## src/rtl/tick_scheduler.sv

```systemverilog
// Multi-channel tick-enable scheduler: shared prescaler, per-channel period down-counters and a
// two-state valid/ready config port. Define TICK_SCHED_SQUARE_EN to add per-channel sq outputs.
module tick_scheduler #(
  parameter int unsigned NUM_CH   = 4,
  parameter int unsigned CH_W     = 2,
  parameter int unsigned CNT_W    = 16,
  parameter int unsigned PRESCALE = 100000,
  parameter int unsigned PRE_W    = 17
) (
  input  logic              clk,
  input  logic              rst,
  input  logic              run,
  input  logic              cfg_valid,
  output logic              cfg_ready,
  input  logic [CH_W-1:0]   cfg_ch,
  input  logic [CNT_W-1:0]  cfg_period,
  input  logic              cfg_en,
  output logic              cfg_err,
  output logic [NUM_CH-1:0] tick,
`ifdef TICK_SCHED_SQUARE_EN
  output logic [NUM_CH-1:0] sq,
`endif
  output logic [NUM_CH-1:0] active
);

  localparam logic [PRE_W-1:0] PreMax = PRE_W'(PRESCALE - 1);
  localparam logic [CH_W:0]    NumChW = (CH_W + 1)'(NUM_CH);

  typedef enum logic {StIdle, StApply} cfg_state_e;

  logic [PRE_W-1:0] pre_cnt_q, pre_cnt_d;
  logic             base_tick;

  cfg_state_e       state_q, state_d;
  logic [CH_W-1:0]  lat_ch_q, lat_ch_d;
  logic [CNT_W-1:0] lat_period_q, lat_period_d;
  logic             lat_en_q, lat_en_d;
  logic             cfg_err_q, cfg_err_d;
  logic             accept;

  logic [NUM_CH-1:0] ch_run_q, ch_run_d;
  logic [NUM_CH-1:0] tick_q, tick_d;
  logic [CNT_W-1:0]  cnt_q [NUM_CH];
  logic [CNT_W-1:0]  cnt_d [NUM_CH];
  logic [CNT_W-1:0]  per_q [NUM_CH];
  logic [CNT_W-1:0]  per_d [NUM_CH];
`ifdef TICK_SCHED_SQUARE_EN
  logic [NUM_CH-1:0] sq_q, sq_d;
`endif

  // Prescaler: base_tick marks the last cycle of each PRESCALE window.
  assign base_tick = run && (pre_cnt_q == PreMax);

  always_comb begin
    pre_cnt_d = pre_cnt_q;
    if (run) begin
      pre_cnt_d = base_tick ? '0 : pre_cnt_q + 1'b1;
    end
  end

  always_comb begin
    state_d      = state_q;
    lat_ch_d     = lat_ch_q;
    lat_period_d = lat_period_q;
    lat_en_d     = lat_en_q;
    cfg_err_d    = 1'b0;
    cfg_ready    = (state_q == StIdle);
    accept       = cfg_valid && cfg_ready;
    unique case (state_q)
      StIdle: begin
        if (accept) begin
          lat_ch_d     = cfg_ch;
          lat_period_d = cfg_period;
          lat_en_d     = cfg_en;
          cfg_err_d    = ({1'b0, cfg_ch} >= NumChW);
          state_d      = StApply;
        end
      end
      StApply: state_d = StIdle;
      default: state_d = StIdle;
    endcase
  end

  // An out-of-range lat_ch_q never matches a channel index, so invalid writes change nothing.
  always_comb begin
    for (int i = 0; i < int'(NUM_CH); i++) begin
      ch_run_d[i] = ch_run_q[i];
      cnt_d[i]    = cnt_q[i];
      per_d[i]    = per_q[i];
      tick_d[i]   = 1'b0;
`ifdef TICK_SCHED_SQUARE_EN
      sq_d[i]     = sq_q[i];
`endif
      if ((state_q == StApply) && (lat_ch_q == CH_W'(i))) begin
`ifdef TICK_SCHED_SQUARE_EN
        sq_d[i] = 1'b0;
`endif
        if (lat_en_q && (lat_period_q != '0)) begin
          ch_run_d[i] = 1'b1;
          cnt_d[i]    = lat_period_q - 1'b1;
          per_d[i]    = lat_period_q;
        end else begin
          ch_run_d[i] = 1'b0;
          cnt_d[i]    = '0;
        end
      end else if (ch_run_q[i] && base_tick) begin
        if (cnt_q[i] == '0) begin
          cnt_d[i]  = per_q[i] - 1'b1;
          tick_d[i] = 1'b1;
`ifdef TICK_SCHED_SQUARE_EN
          sq_d[i]   = ~sq_q[i];
`endif
        end else begin
          cnt_d[i] = cnt_q[i] - 1'b1;
        end
      end
    end
  end

  always_ff @(posedge clk or posedge rst) begin
    if (rst) begin
      pre_cnt_q    <= '0;
      state_q      <= StIdle;
      lat_ch_q     <= '0;
      lat_period_q <= '0;
      lat_en_q     <= 1'b0;
      cfg_err_q    <= 1'b0;
      ch_run_q     <= '0;
      tick_q       <= '0;
      cnt_q        <= '{default: '0};
      per_q        <= '{default: '0};
`ifdef TICK_SCHED_SQUARE_EN
      sq_q         <= '0;
`endif
    end else begin
      pre_cnt_q    <= pre_cnt_d;
      state_q      <= state_d;
      lat_ch_q     <= lat_ch_d;
      lat_period_q <= lat_period_d;
      lat_en_q     <= lat_en_d;
      cfg_err_q    <= cfg_err_d;
      ch_run_q     <= ch_run_d;
      tick_q       <= tick_d;
      cnt_q        <= cnt_d;
      per_q        <= per_d;
`ifdef TICK_SCHED_SQUARE_EN
      sq_q         <= sq_d;
`endif
    end
  end

  assign tick    = tick_q;
  assign active  = ch_run_q;
  assign cfg_err = cfg_err_q;
`ifdef TICK_SCHED_SQUARE_EN
  assign sq      = sq_q;
`endif

endmodule
```

## config.mk

```make
export PLATFORM = sky130hd
export DESIGN_NAME = tick_scheduler
export DESIGN_NICKNAME = d
export VERILOG_FILES = /design/src/rtl/tick_scheduler.sv
export SDC_FILE = /design/constraint.sdc
export NUM_CORES = 1
export LEC_CHECK = 0
export CORE_MARGIN = 2
export CORE_UTILIZATION = 60
export CTS_BUF_LIST = sky130_fd_sc_hd__clkbuf_16
export DETAILED_ROUTE_END_ITERATION = 16
export DONT_BUFFER_PORTS = 1
export PLACE_DENSITY = 0.86
export SLEW_MARGIN = 20
export SYNTH_ARGS = -nofsm -noshare
export SYNTH_HDL_FRONTEND = slang
export SYNTH_SLANG_ARGS = --single-unit
```

## constraint.sdc

```tcl
create_clock -name clk -period 15.9 [get_ports clk]
set_input_delay 2.385 -clock clk [delete_from_list [all_inputs] [get_ports clk]]
set_output_delay 2.385 -clock clk [all_outputs]
set_load 0.05 [all_outputs]
```

==> impl_metrics.env <==
export IMPL_grt_pass1_wl_um=47800
export IMPL_timing_final_crit_share=0.259
export IMPL_final_cells=1295
export IMPL_yosysSeqAreaShare=0.432
export IMPL_die_width_um=133
export IMPL_fin_util=0.654
export IMPL_drt_iter0_markers=1554
export IMPL_worstPathRequired_ns=16.21
export IMPL_max_cap_viol_count=0
export IMPL_grt_max_degree=100
export IMPL_antenna_cells=0
export IMPL_crit_reg2reg_launch="cnt_q[44]"
export IMPL_place_congestion=0.991
export IMPL_synth_top_flop_cell="dfrtp_1"
export IMPL_dp_cells=1263
export IMPL_busiest_layer="met2"
export IMPL_crit_path_max_incr_delay_ns=0.58
export IMPL_core_um2=16500
export IMPL_crit_start="cnt_q[44]"
export IMPL_vdd_drop_max_v=0.000127
export IMPL_cts_resized=0
export IMPL_final_nets=1092
export IMPL_worstPathArrival_ns=4.43
export IMPL_htree_num_levels=4
export IMPL_start_kind="flop"
export IMPL_syn_cell_area_um2=10000
export IMPL_die_area_um2=17800
export IMPL_insertion_delay_ns=0.45
export IMPL_fmaxAchievable_mhz=243
export IMPL_floorplan_rows=47
export IMPL_endpoint_kind="flop"
export IMPL_dieHeight_um=133
export IMPL_wl_per_cell_um=23.1
export IMPL_synth_distinct_cells=76
export IMPL_synthArstFlopShare=1.00
export IMPL_hp_class="reg2reg"
export IMPL_rsz0062_at_grt="no"
export IMPL_relSlewSlack=0.202
export IMPL_drive_above_1_share=0.120
export IMPL_cts_clk_slew_worst_paths_ns=0.07
export IMPL_cts_setup_buffers=0
export IMPL_yosys_warnings=0
export IMPL_slew_violations=0
export IMPL_critical_path_class="reg2reg"
export IMPL_hpwl_um=19700
export IMPL_antenna_found_initial=0
export IMPL_start_util=0.609
export IMPL_stdcell_area_um2=10800
export IMPL_cts_sinks=173
export IMPL_postRouteAntennaNets=0
export IMPL_cp_slowest_cell="nor4b_1"
export IMPL_postRouteWirelength_um=29900
export IMPL_vias_per_cell=7.16
export IMPL_met3_usage=0.103
export IMPL_dr_total_vias=9267
export IMPL_cts_root_buffer="clkbuf_16"
export IMPL_max_clock_path_buffers=2
export IMPL_place_area_um2=10200
export IMPL_powerDensity_nw_per_um2=172
export IMPL_firstDrtPassIters=6
export IMPL_postCtsHoldBufs=0
export IMPL_synth_nets=1115
export IMPL_grt_overflow_total=0
export IMPL_path_cells="nor3_1, and4_1, and2_1, a21oi_1, ha_1, nor4b_1, nand2_1, a21o_1, or4_4, nor4b_4, xor2_1, o21ai_0"
export IMPL_grt_usage=0.346
export IMPL_worstPathMaxFanout=24
export IMPL_grt_use_met2=0.512
export IMPL_synth_seq_cells=173
export IMPL_finalSetupViolations=0
export IMPL_p_leak_nw=4.38
export IMPL_hold_viol=0
export IMPL_use_met1=0.465
export IMPL_syn_inst=1085
export IMPL_setup_tns_ns=0
export IMPL_io_pins=33
export IMPL_hold_ws_ns=0.493
export IMPL_hold_start="pre_cnt_q[14]"
export IMPL_cts_tree="built"
export IMPL_syn_avg_cell_area_um2=9.24
export IMPL_worst_pin_slew_ns=1.19
export IMPL_synth_edff_count=0
export IMPL_drc=0
export IMPL_io_buffers=0
export IMPL_cts_buffers=17
export IMPL_status="completed"
export IMPL_grt_pass1_vias=8777
export IMPL_finalClockSkew_ns=0.0135
export IMPL_min_period_ns=4.11
export IMPL_area_growth_pct=7.38
[cell usage after synthesis (all sizes together), types with 4 or more instances]
master	instances	area (um^2)
a31oi	21	138
xnor2	17	149
nand3b	4	30.0
or2	5	31.3
a2111o	4	45.0
o21a	4	30.0
xor2	23	201
and4	6	52.6
buf	17	88.8
nor4b	4	56.3
a32oi	5	43.8
or4	20	169
a21o	7	52.6
nor3	41	210
a22o	4	35.0
a21oi	65	325
mux2	65	732
nand2	113	429
nor4	21	168
and3	17	106
a211o	5	43.8
nand4	8	50.1
o22ai	8	50.1
clkbuf	33	124
a22oi	8	60.1
o211ai	26	195
and2	8	50.1
o21ai	82	410
a2111oi	4	36.3
o31ai	7	52.6
inv	14	52.6
ha	7	87.6
nand2b	7	43.8
or3	19	119
mux2i	17	170
nand3	29	145
dfrtp	173	4330
o221ai	12	105
a211oi	10	75.1
nor2	104	390
o311ai	4	35.0
[worst paths after layout]
path | end | slack (ns) | depth (start not counted)
worst max-delay path | cnt_q[46] | 11.79 | 12
worst min-delay path | pre_cnt_q[14] | 0.49 | 1
worst max register to register | cnt_q[46] | 11.79 | 12
worst min register to register | pre_cnt_q[14] | 0.49 | 1
max in group asynchronous | per_q[36] | 12.49 | 2
min in group asynchronous | cnt_q[52] | 1.97 | 1
[metrics by stage]
stage                     worst slack (ns)  power, mW
after floorplan                       8.83       1.20
after global routing                 11.53       1.94
final                                11.79       1.85
after detailed placement             11.42       1.38
after CTS                            11.88       1.82
after global placement               11.51       1.35
[per-layer routing]
layer,routed length [um],share of wire
met1,11600,0.39
met2,13200,0.44
met3,3440,0.12
met4,1710,0.057
met5,0,0
[critical path, delay by kind of cell, from the launching register on]
kind / cells / cell delay (ns)
AO/OA/AOI/OAI: 3 / 0.64
XOR/XNOR: 1 / 0.18
flip-flops: 1 / 0.46
adder cells (fa/ha/maj): 1 / 0.27
AND/OR/NAND/NOR: 7 / 2.44
[final cells by class]
type / instances / area (um^2)
fillers: 1278 / 5700
inverters: 15 / 61.3
flip-flops and latches: 173 / 4330
well taps: 220 / 275
clock buffers: 17 / 425
clock inverters: 15 / 185
multi-input cells: 847 / 5430
repair buffers: 8 / 60.1
[registers in the layout, indices dropped and copies added (netlist names)]
name          cells
state_q           1
per_q            64
active            4
pre_cnt_q        17
lat_en_q          1
lat_period_q     16
tick              4
cnt_q            64
lat_ch_q          2
[power breakdown]
part           switching (mW)  total [mW]  internal [mW]
logic                   0.325       0.578          0.252
registers               0.241       0.831          0.590
clock network           0.190       0.440          0.250
[cell families (layout without fill, tap and decap cells)]
logic type      Yosys count  after routing  synth area share
flops                   173            173             0.432
mux                      82             82            0.0899
fa+ha+maj                 7              7           0.00873
compound gates          303            303             0.197
simple gates            414            414             0.211
xor+xnor                 40             40            0.0349
other cells               1              1          0.000374
buf+inv                  65             55            0.0268
[cell usage in the layout (no fill, tap or decap), types with 10 or more instances in the layout]
| master | instances |
|---|---|
| dfrtp_1 | 173 |
| and3_1 | 17 |
| inv_1 | 13 |
| mux2_2 | 65 |
| nand3_1 | 29 |
| or3_1 | 19 |
| a21oi_1 | 65 |
| mux2i_1 | 17 |
| o211ai_1 | 26 |
| nand2_1 | 111 |
| clkbuf_16 | 17 |
| xor2_1 | 23 |
| nor2_1 | 104 |
| nor3_1 | 40 |
| xnor2_1 | 17 |
| nor4_1 | 18 |
| o21ai_0 | 78 |
| o221ai_1 | 12 |
| a31oi_1 | 20 |
| or4_1 | 15 |
| a211oi_1 | 10 |
(Power assumes the default switching activity.)
